--- config.mk ---
export PLATFORM = sky130hd
export DESIGN_NAME = regfile_arbiter
export DESIGN_NICKNAME = d
export VERILOG_FILES = /design/src/rtl/regfile_arbiter.sv
export SDC_FILE = /design/constraint.sdc
export NUM_CORES = 1
export LEC_CHECK = 0
export BUFFER_PORTS_ARGS = -buffer_cell sky130_fd_sc_hd__buf_2
export CORE_MARGIN = 2
export CORE_UTILIZATION = 42
export CTS_BUF_LIST = sky130_fd_sc_hd__clkbuf_16
export DETAILED_ROUTE_END_ITERATION = 16
export PLACE_DENSITY = 0.87
export SLEW_MARGIN = 20
export SYNTH_ARGS = -nofsm -noshare
export SYNTH_HDL_FRONTEND = slang
export SYNTH_SLANG_ARGS = --single-unit
--- constraint.sdc ---
create_clock -name I_clk -period 3.82 [get_ports I_clk]
set_clock_uncertainty 0.1 [all_clocks]
set_input_delay 0.382 -clock I_clk [delete_from_list [all_inputs] [get_ports I_clk]]
set_output_delay 0.382 -clock I_clk [all_outputs]
set_load 0.01 [all_outputs]
--- src/rtl/regfile_arbiter.sv ---
// Two-port arbiter in front of a register file with registered read outputs.
// One access in flight: INIT -> IDLE -> ISSUE -> RESP -> IDLE.
module regfile_arbiter #(
  parameter int ARB_MODE     = 1,
  parameter int STARVE_LIMIT = 4
) (
  input  logic        I_clk,
  input  logic        I_reset_n,
  input  logic [1:0]  I_req,
  input  logic [1:0]  I_we,
  input  logic [2:0]  I_rA_sel0,
  input  logic [2:0]  I_rB_sel0,
  input  logic [2:0]  I_rD_sel0,
  input  logic [2:0]  I_rA_sel1,
  input  logic [2:0]  I_rB_sel1,
  input  logic [2:0]  I_rD_sel1,
  input  logic [15:0] I_wdata0,
  input  logic [15:0] I_wdata1,
  input  logic [1:0]  I_wpos0,
  input  logic [1:0]  I_wpos1,
  output logic [1:0]  O_gnt,
  output logic [1:0]  O_rvalid,
  output logic [15:0] O_rA_data,
  output logic [15:0] O_rB_data,
  output logic [1:0]  O_err,
  output logic        O_rf_reset,
  output logic        O_rf_enable,
  output logic        O_rf_write,
  output logic [2:0]  O_rf_rA_sel,
  output logic [2:0]  O_rf_rB_sel,
  output logic [2:0]  O_rf_rD_sel,
  output logic [15:0] O_rf_wdata,
  output logic [1:0]  O_rf_wpos,
  input  logic [15:0] I_rf_rA_out,
  input  logic [15:0] I_rf_rB_out
);

  typedef enum logic [1:0] {
    INIT,
    IDLE,
    ISSUE,
    RESP
  } state_t;

  localparam logic [3:0] LIMIT = 4'(STARVE_LIMIT);

  state_t      state_q, state_d;
  logic        win;
  logic        win_q, win_d;
  logic        rr_q, rr_d;
  logic [3:0]  starve_q, starve_d;
  logic [2:0]  ra_q, ra_d;
  logic [2:0]  rb_q, rb_d;
  logic [2:0]  rd_q, rd_d;
  logic [15:0] wdata_q, wdata_d;
  logic [1:0]  wpos_q, wpos_d;
  logic [1:0]  gnt_q, gnt_d;
  logic [1:0]  rvalid_q, rvalid_d;
  logic [1:0]  err_q, err_d;
  logic        rf_reset_q, rf_reset_d;
  logic        en_q, en_d;
  logic        wr_q, wr_d;

  logic [2:0]  s_ra, s_rb, s_rd;
  logic [15:0] s_wdata;
  logic [1:0]  s_wpos;
  logic        s_we;
  logic [1:0]  s_oh;

  always_comb begin
    win = 1'b0;
    if (I_req == 2'b10) begin
      win = 1'b1;
    end else if (I_req == 2'b11) begin
      if (ARB_MODE == 0) win = (starve_q == LIMIT);
      else               win = ~rr_q;
    end
  end

  always_comb begin
    s_ra    = win ? I_rA_sel1 : I_rA_sel0;
    s_rb    = win ? I_rB_sel1 : I_rB_sel0;
    s_rd    = win ? I_rD_sel1 : I_rD_sel0;
    s_wdata = win ? I_wdata1  : I_wdata0;
    s_wpos  = win ? I_wpos1   : I_wpos0;
    s_we    = I_we[win];
    s_oh    = win ? 2'b10 : 2'b01;
  end

  always_comb begin
    state_d    = state_q;
    win_d      = win_q;
    rr_d       = rr_q;
    starve_d   = I_req[1] ? starve_q : 4'd0;
    ra_d       = ra_q;
    rb_d       = rb_q;
    rd_d       = rd_q;
    wdata_d    = wdata_q;
    wpos_d     = wpos_q;
    gnt_d      = 2'b00;
    rvalid_d   = 2'b00;
    err_d      = 2'b00;
    rf_reset_d = 1'b0;
    en_d       = 1'b0;
    wr_d       = 1'b0;
    unique case (state_q)
      INIT: state_d = IDLE;
      IDLE: begin
        if (|I_req) begin
          state_d = ISSUE;
          win_d   = win;
          rr_d    = win;
          ra_d    = s_ra;
          rb_d    = s_rb;
          rd_d    = s_rd;
          wdata_d = s_wdata;
          wpos_d  = s_wpos;
          gnt_d   = s_oh;
          en_d    = 1'b1;
          wr_d    = s_we && (s_wpos != 2'd3);
          err_d   = (s_wpos == 2'd3) ? s_oh : 2'b00;
          // port 1 losing a contended round ages toward a forced grant
          if (win)
            starve_d = 4'd0;
          else if (I_req[1])
            starve_d = (starve_q >= LIMIT) ? LIMIT : starve_q + 4'd1;
        end
      end
      ISSUE: begin
        state_d  = RESP;
        rvalid_d = win_q ? 2'b10 : 2'b01;
      end
      RESP: state_d = IDLE;
    endcase
  end

  always_ff @(posedge I_clk or negedge I_reset_n) begin
    if (!I_reset_n) begin
      state_q    <= INIT;
      win_q      <= 1'b0;
      rr_q       <= 1'b1;
      starve_q   <= 4'd0;
      ra_q       <= 3'd0;
      rb_q       <= 3'd0;
      rd_q       <= 3'd0;
      wdata_q    <= 16'd0;
      wpos_q     <= 2'd0;
      gnt_q      <= 2'b00;
      rvalid_q   <= 2'b00;
      err_q      <= 2'b00;
      rf_reset_q <= 1'b1;
      en_q       <= 1'b0;
      wr_q       <= 1'b0;
    end else begin
      state_q    <= state_d;
      win_q      <= win_d;
      rr_q       <= rr_d;
      starve_q   <= starve_d;
      ra_q       <= ra_d;
      rb_q       <= rb_d;
      rd_q       <= rd_d;
      wdata_q    <= wdata_d;
      wpos_q     <= wpos_d;
      gnt_q      <= gnt_d;
      rvalid_q   <= rvalid_d;
      err_q      <= err_d;
      rf_reset_q <= rf_reset_d;
      en_q       <= en_d;
      wr_q       <= wr_d;
    end
  end

  assign O_gnt       = gnt_q;
  assign O_rvalid    = rvalid_q;
  assign O_err       = err_q;
  assign O_rf_reset  = rf_reset_q;
  assign O_rf_enable = en_q;
  assign O_rf_write  = wr_q;
  assign O_rf_rA_sel = ra_q;
  assign O_rf_rB_sel = rb_q;
  assign O_rf_rD_sel = rd_q;
  assign O_rf_wdata  = wdata_q;
  assign O_rf_wpos   = wpos_q;
  // register file output is only meaningful the cycle after its enable
  assign O_rA_data   = (state_q == RESP) ? I_rf_rA_out : 16'd0;
  assign O_rB_data   = (state_q == RESP) ? I_rf_rB_out : 16'd0;

endmodule

==> metrics.md <==
| Metric | Value |
|---|---|
| Die Y | 72.8 um |
| RSZ-0062 raised after global routing | no |
| Largest family of logic cells by synthesized area | simple AND/OR/NAND/NOR gates |
| Met3 Track Usage GR | 3.45% |
| Crit start category | flop |
| Fin crit share | between 50 and 60% |
| Die ar. | between 5000 and 6000 um^2 |
| GPL Wtd Cong | just under 0.8 |
| CP Class | reg2reg |
| CP endpoint kind | flop |
| Wire per inst | roughly 13 um |
| Largest net degree at the start of global routing | 41 |
| Area grow syn2layout | 47.7% |
| Initial DRC Count | 143 |
| Port Buffers | about 160 |
| Cell variety after synth | 28 |
| EDFF count, synth | 0 |
| Grt ovf | 0 |
| Post-CTS Hold Buffers | 0 |
| Syn Area/Cell | between 9 and 10 um^2 |
| VDD IR max | ~0.38 mV |
| Ys flop type | dfrtp_1 |
| Final min period | ~2.2 ns |
| FF/Latch Area | 1000 um^2 |
| Top cell by count, worst path | inv_1 |
| Area taken by multi-input logic gates | 870 um^2 |
| Final number of setup-violating endpoints | 0 |
| Crit Path Max Fanout | 30 |
| Synth Area in Adders | about 2.5% |
| Setup TNS Final | 0 ns |
| Post-synth ARST share | 100% |
| Syn nets | about 310 |
| IO Count | 160 |
| Residual DRC | 0 |
| Final-stage net count | 463 |
| Post-synth top area cell | dfrtp_1 |
| XOR/XNOR Fraction of Synth Area | 0% |
| Die width | 72.8 um |
| GR Layer Usage met1 | between 20% and 30% |
| Max Slew Vio Count | 0 |
| CP Launch Point | state_q[1] |
| CTS tree | built |
| Post-synthesis register bit count | 40 |
| Reg2reg path depth | 7 |
| Core Region | roughly 4600 um^2 |
| Setup Buffers After CTS | 0 |
| Antenna violations before repair | 0 |
| Drt pass-1 iters | 4 |
| Simple-Gate Fraction of Synth Area | around a quarter |
| Slew HR | 40.5% |
| Setup slack, reg-to-reg | roughly 1.6 ns |
| Worst EP arrival | 2.31 ns |
| Slowest-stage cell, CP | inv_1 |
| Top post-synthesis cells by area | dfrtp_1 48%, a21oi_1 11%, and2_1 10% |
| Grt peak-use layer | met2 |
| MaxCap Viol Count | 0 |
| First-pass GRT wire length | a little under 9000 um |
| Pwr dens | 757 nW/um^2 |
| Lkg Pwr | between 1.5 and 2 nW |
| TritonCTS buffer count | 5 |
| Origin of the critical flop-to-flop path | state_q[1] |
| FILL cells | 399 |
| CP Cell Sequence | inv_1, ha_1, o21ai_2, buf_4, inv_1, nor2_1, a21oi_1 |
| Peak per-stage delay on the critical path | between 0.5 and 0.6 ns |
| Vias in the first global route | between 1.5k and 2k |
| Hold Path Class | in2async |
| Mux cell area share after synthesis | less than 1% |
| Max clock buf depth | 2 |
| Clock root buffer | clkbuf_16 |
| Synthesized netlist cell count | 213 |
| Synth Area in Compound Gates | roughly 17% |
| Final Hold Vio Count | 0 |
| Share of layout cells above drive strength 1 | 47.6% |
| Clk slew on worst S/H paths | about 0.060 ns |
| Worst-Margin Slew | roughly 0.9 ns |
| CTS Sinks | 40 |
| DP Area | 2770 um^2 |
| Finished Core Util | a little under two thirds |
| Cell family with most CP delay | buffers and inverters |
| Hpwl dp | 4240 um |
| Vias per cell | roughly 4.8 |
| Most numerous cell in the Yosys netlist | a21oi_1 |
| Final WL | between 5000 and 6000 um |
| WP data required | between 3 and 4 ns |
| Synth top area share | 47.9% |
| Inserted Diodes | 0 |
| Synth warn | 0 |
| Antenna Nets Post-Route | 0 |
| Post-synthesis sequential area ratio | about half |
| Outcome | complete, no violations |
| Post-CTS sizing | 0 |
| Mapped Area | around 2000 um^2 |
| H-tree depth | 2 |
| M2 GR Usage | between 30% and 40% |
| Row cnt | 25 |
| Bufs and invs on worst path | 3 |
| Via count | approximately 2k |
| Worst reg2reg endpoint | O_rf_wdata[0] |
| Synth cell count leaders | 43 x a21oi_1, 38 x dfrtp_1, 33 x and2_1 |
| Starting Density | 42.9% |
| Max Fclk | ~450 MHz |
| Design area | just under 3000 um^2 |
| Gr usage total | 21.0% |
| Clk_lat worst skew | 0.28 ns |
-- layout by cell type, fill, tap and decap left out, types with 2 or more instances in the layout --
cell type,Yosys,layout
buf_2,4,159
a21oi_1,43,43
dfrtp_1,38,38
and2_1,33,33
nand2_1,26,26
nor2_1,22,22
and3_1,7,7
a221o_1,6,6
clkbuf_16,0,5
inv_1,4,4
ha_1,4,4
dfstp_2,2,2
buf_4,1,2
-- how the worst max path moves through the flow --
stage          cells past startpoint        endpoint  slack, ns
2_1_floorplan                      5  O_rf_wdata[10]       2.38
3_3_place_gp                       7   O_rf_wdata[6]       1.74
3_5_place_dp                       7   O_rf_wdata[0]       1.64
4_1_cts                            7   O_rf_wdata[5]       1.63
5_1_grt                            7   O_rf_wdata[0]       1.41
6_report                           7   O_rf_wdata[0]       1.61
-- final cells by class --
class / count / share of cell area (%)
Multi-Input combinational cell: 155 / 29.6
Sequential cell: 40 / 34.2
Clock inverter: 3 / 1.45
Clock buffer: 5 / 4.26
Timing Repair Buffer: 161 / 27.6
Tap cell: 54 / 2.30
Inverter: 4 / 0.512
-- per-layer routing --
| metal | vias to the layer above | wire length [um] | share of wire (%) |
|---|---|---|---|
| met1 | 918 | 2270 | 40 |
| li1 | 1022 | - | - |
| met5 | - | 0 | 0 |
| met4 | 0 | 94 | 1.7 |
| met2 | 97 | 2940 | 52 |
| met3 | 9 | 378 | 6.7 |
-- sequential cells by signal, indices dropped and copies added, names as in the netlist --
name and cells:
O_err 2, win_q 1, O_rf_wdata 16, O_rf_rD_sel 3
O_rvalid 2, rr_q 1, O_rf_write 1, O_rf_rA_sel 3
O_rf_wpos 2, O_gnt 2, state_q 2, O_rf_enable 1
O_rf_rB_sel 3, O_rf_reset 1
-- per-stage QoR --
step | hold WS, ns | setup WS (ns) | cells | total power, mW
after detailed placement | 0.344 | 1.64 | 414 | 1.77
final | 0.125 | 1.61 | 422 | 2.22
after global routing | 0.201 | 1.41 | 422 | 2.38
after floorplan | -0.0136 | 2.38 | 213 | 1.37
after global placement | 0.330 | 1.74 | 414 | 1.72
after CTS | 0.157 | 1.63 | 422 | 2.24
-- cell families (layout without fill, tap and decap cells) --
family,after synthesis,after routing
other,1,1
flip-flops,40,40
adder cells (fa/ha/maj),4,4
AO/OA/AOI/OAI,56,56
buffers and inverters,18,173
multiplexers,1,1
AND/OR/NAND/NOR,93,93
-- where the power goes --
part	internal, mW	switching, mW	total, mW
sequential	0.618	0.104	0.722
clock	0.307	0.164	0.471
combinational	0.445	0.584	1.03
Note: power is estimated with default switching activity, not from simulation.
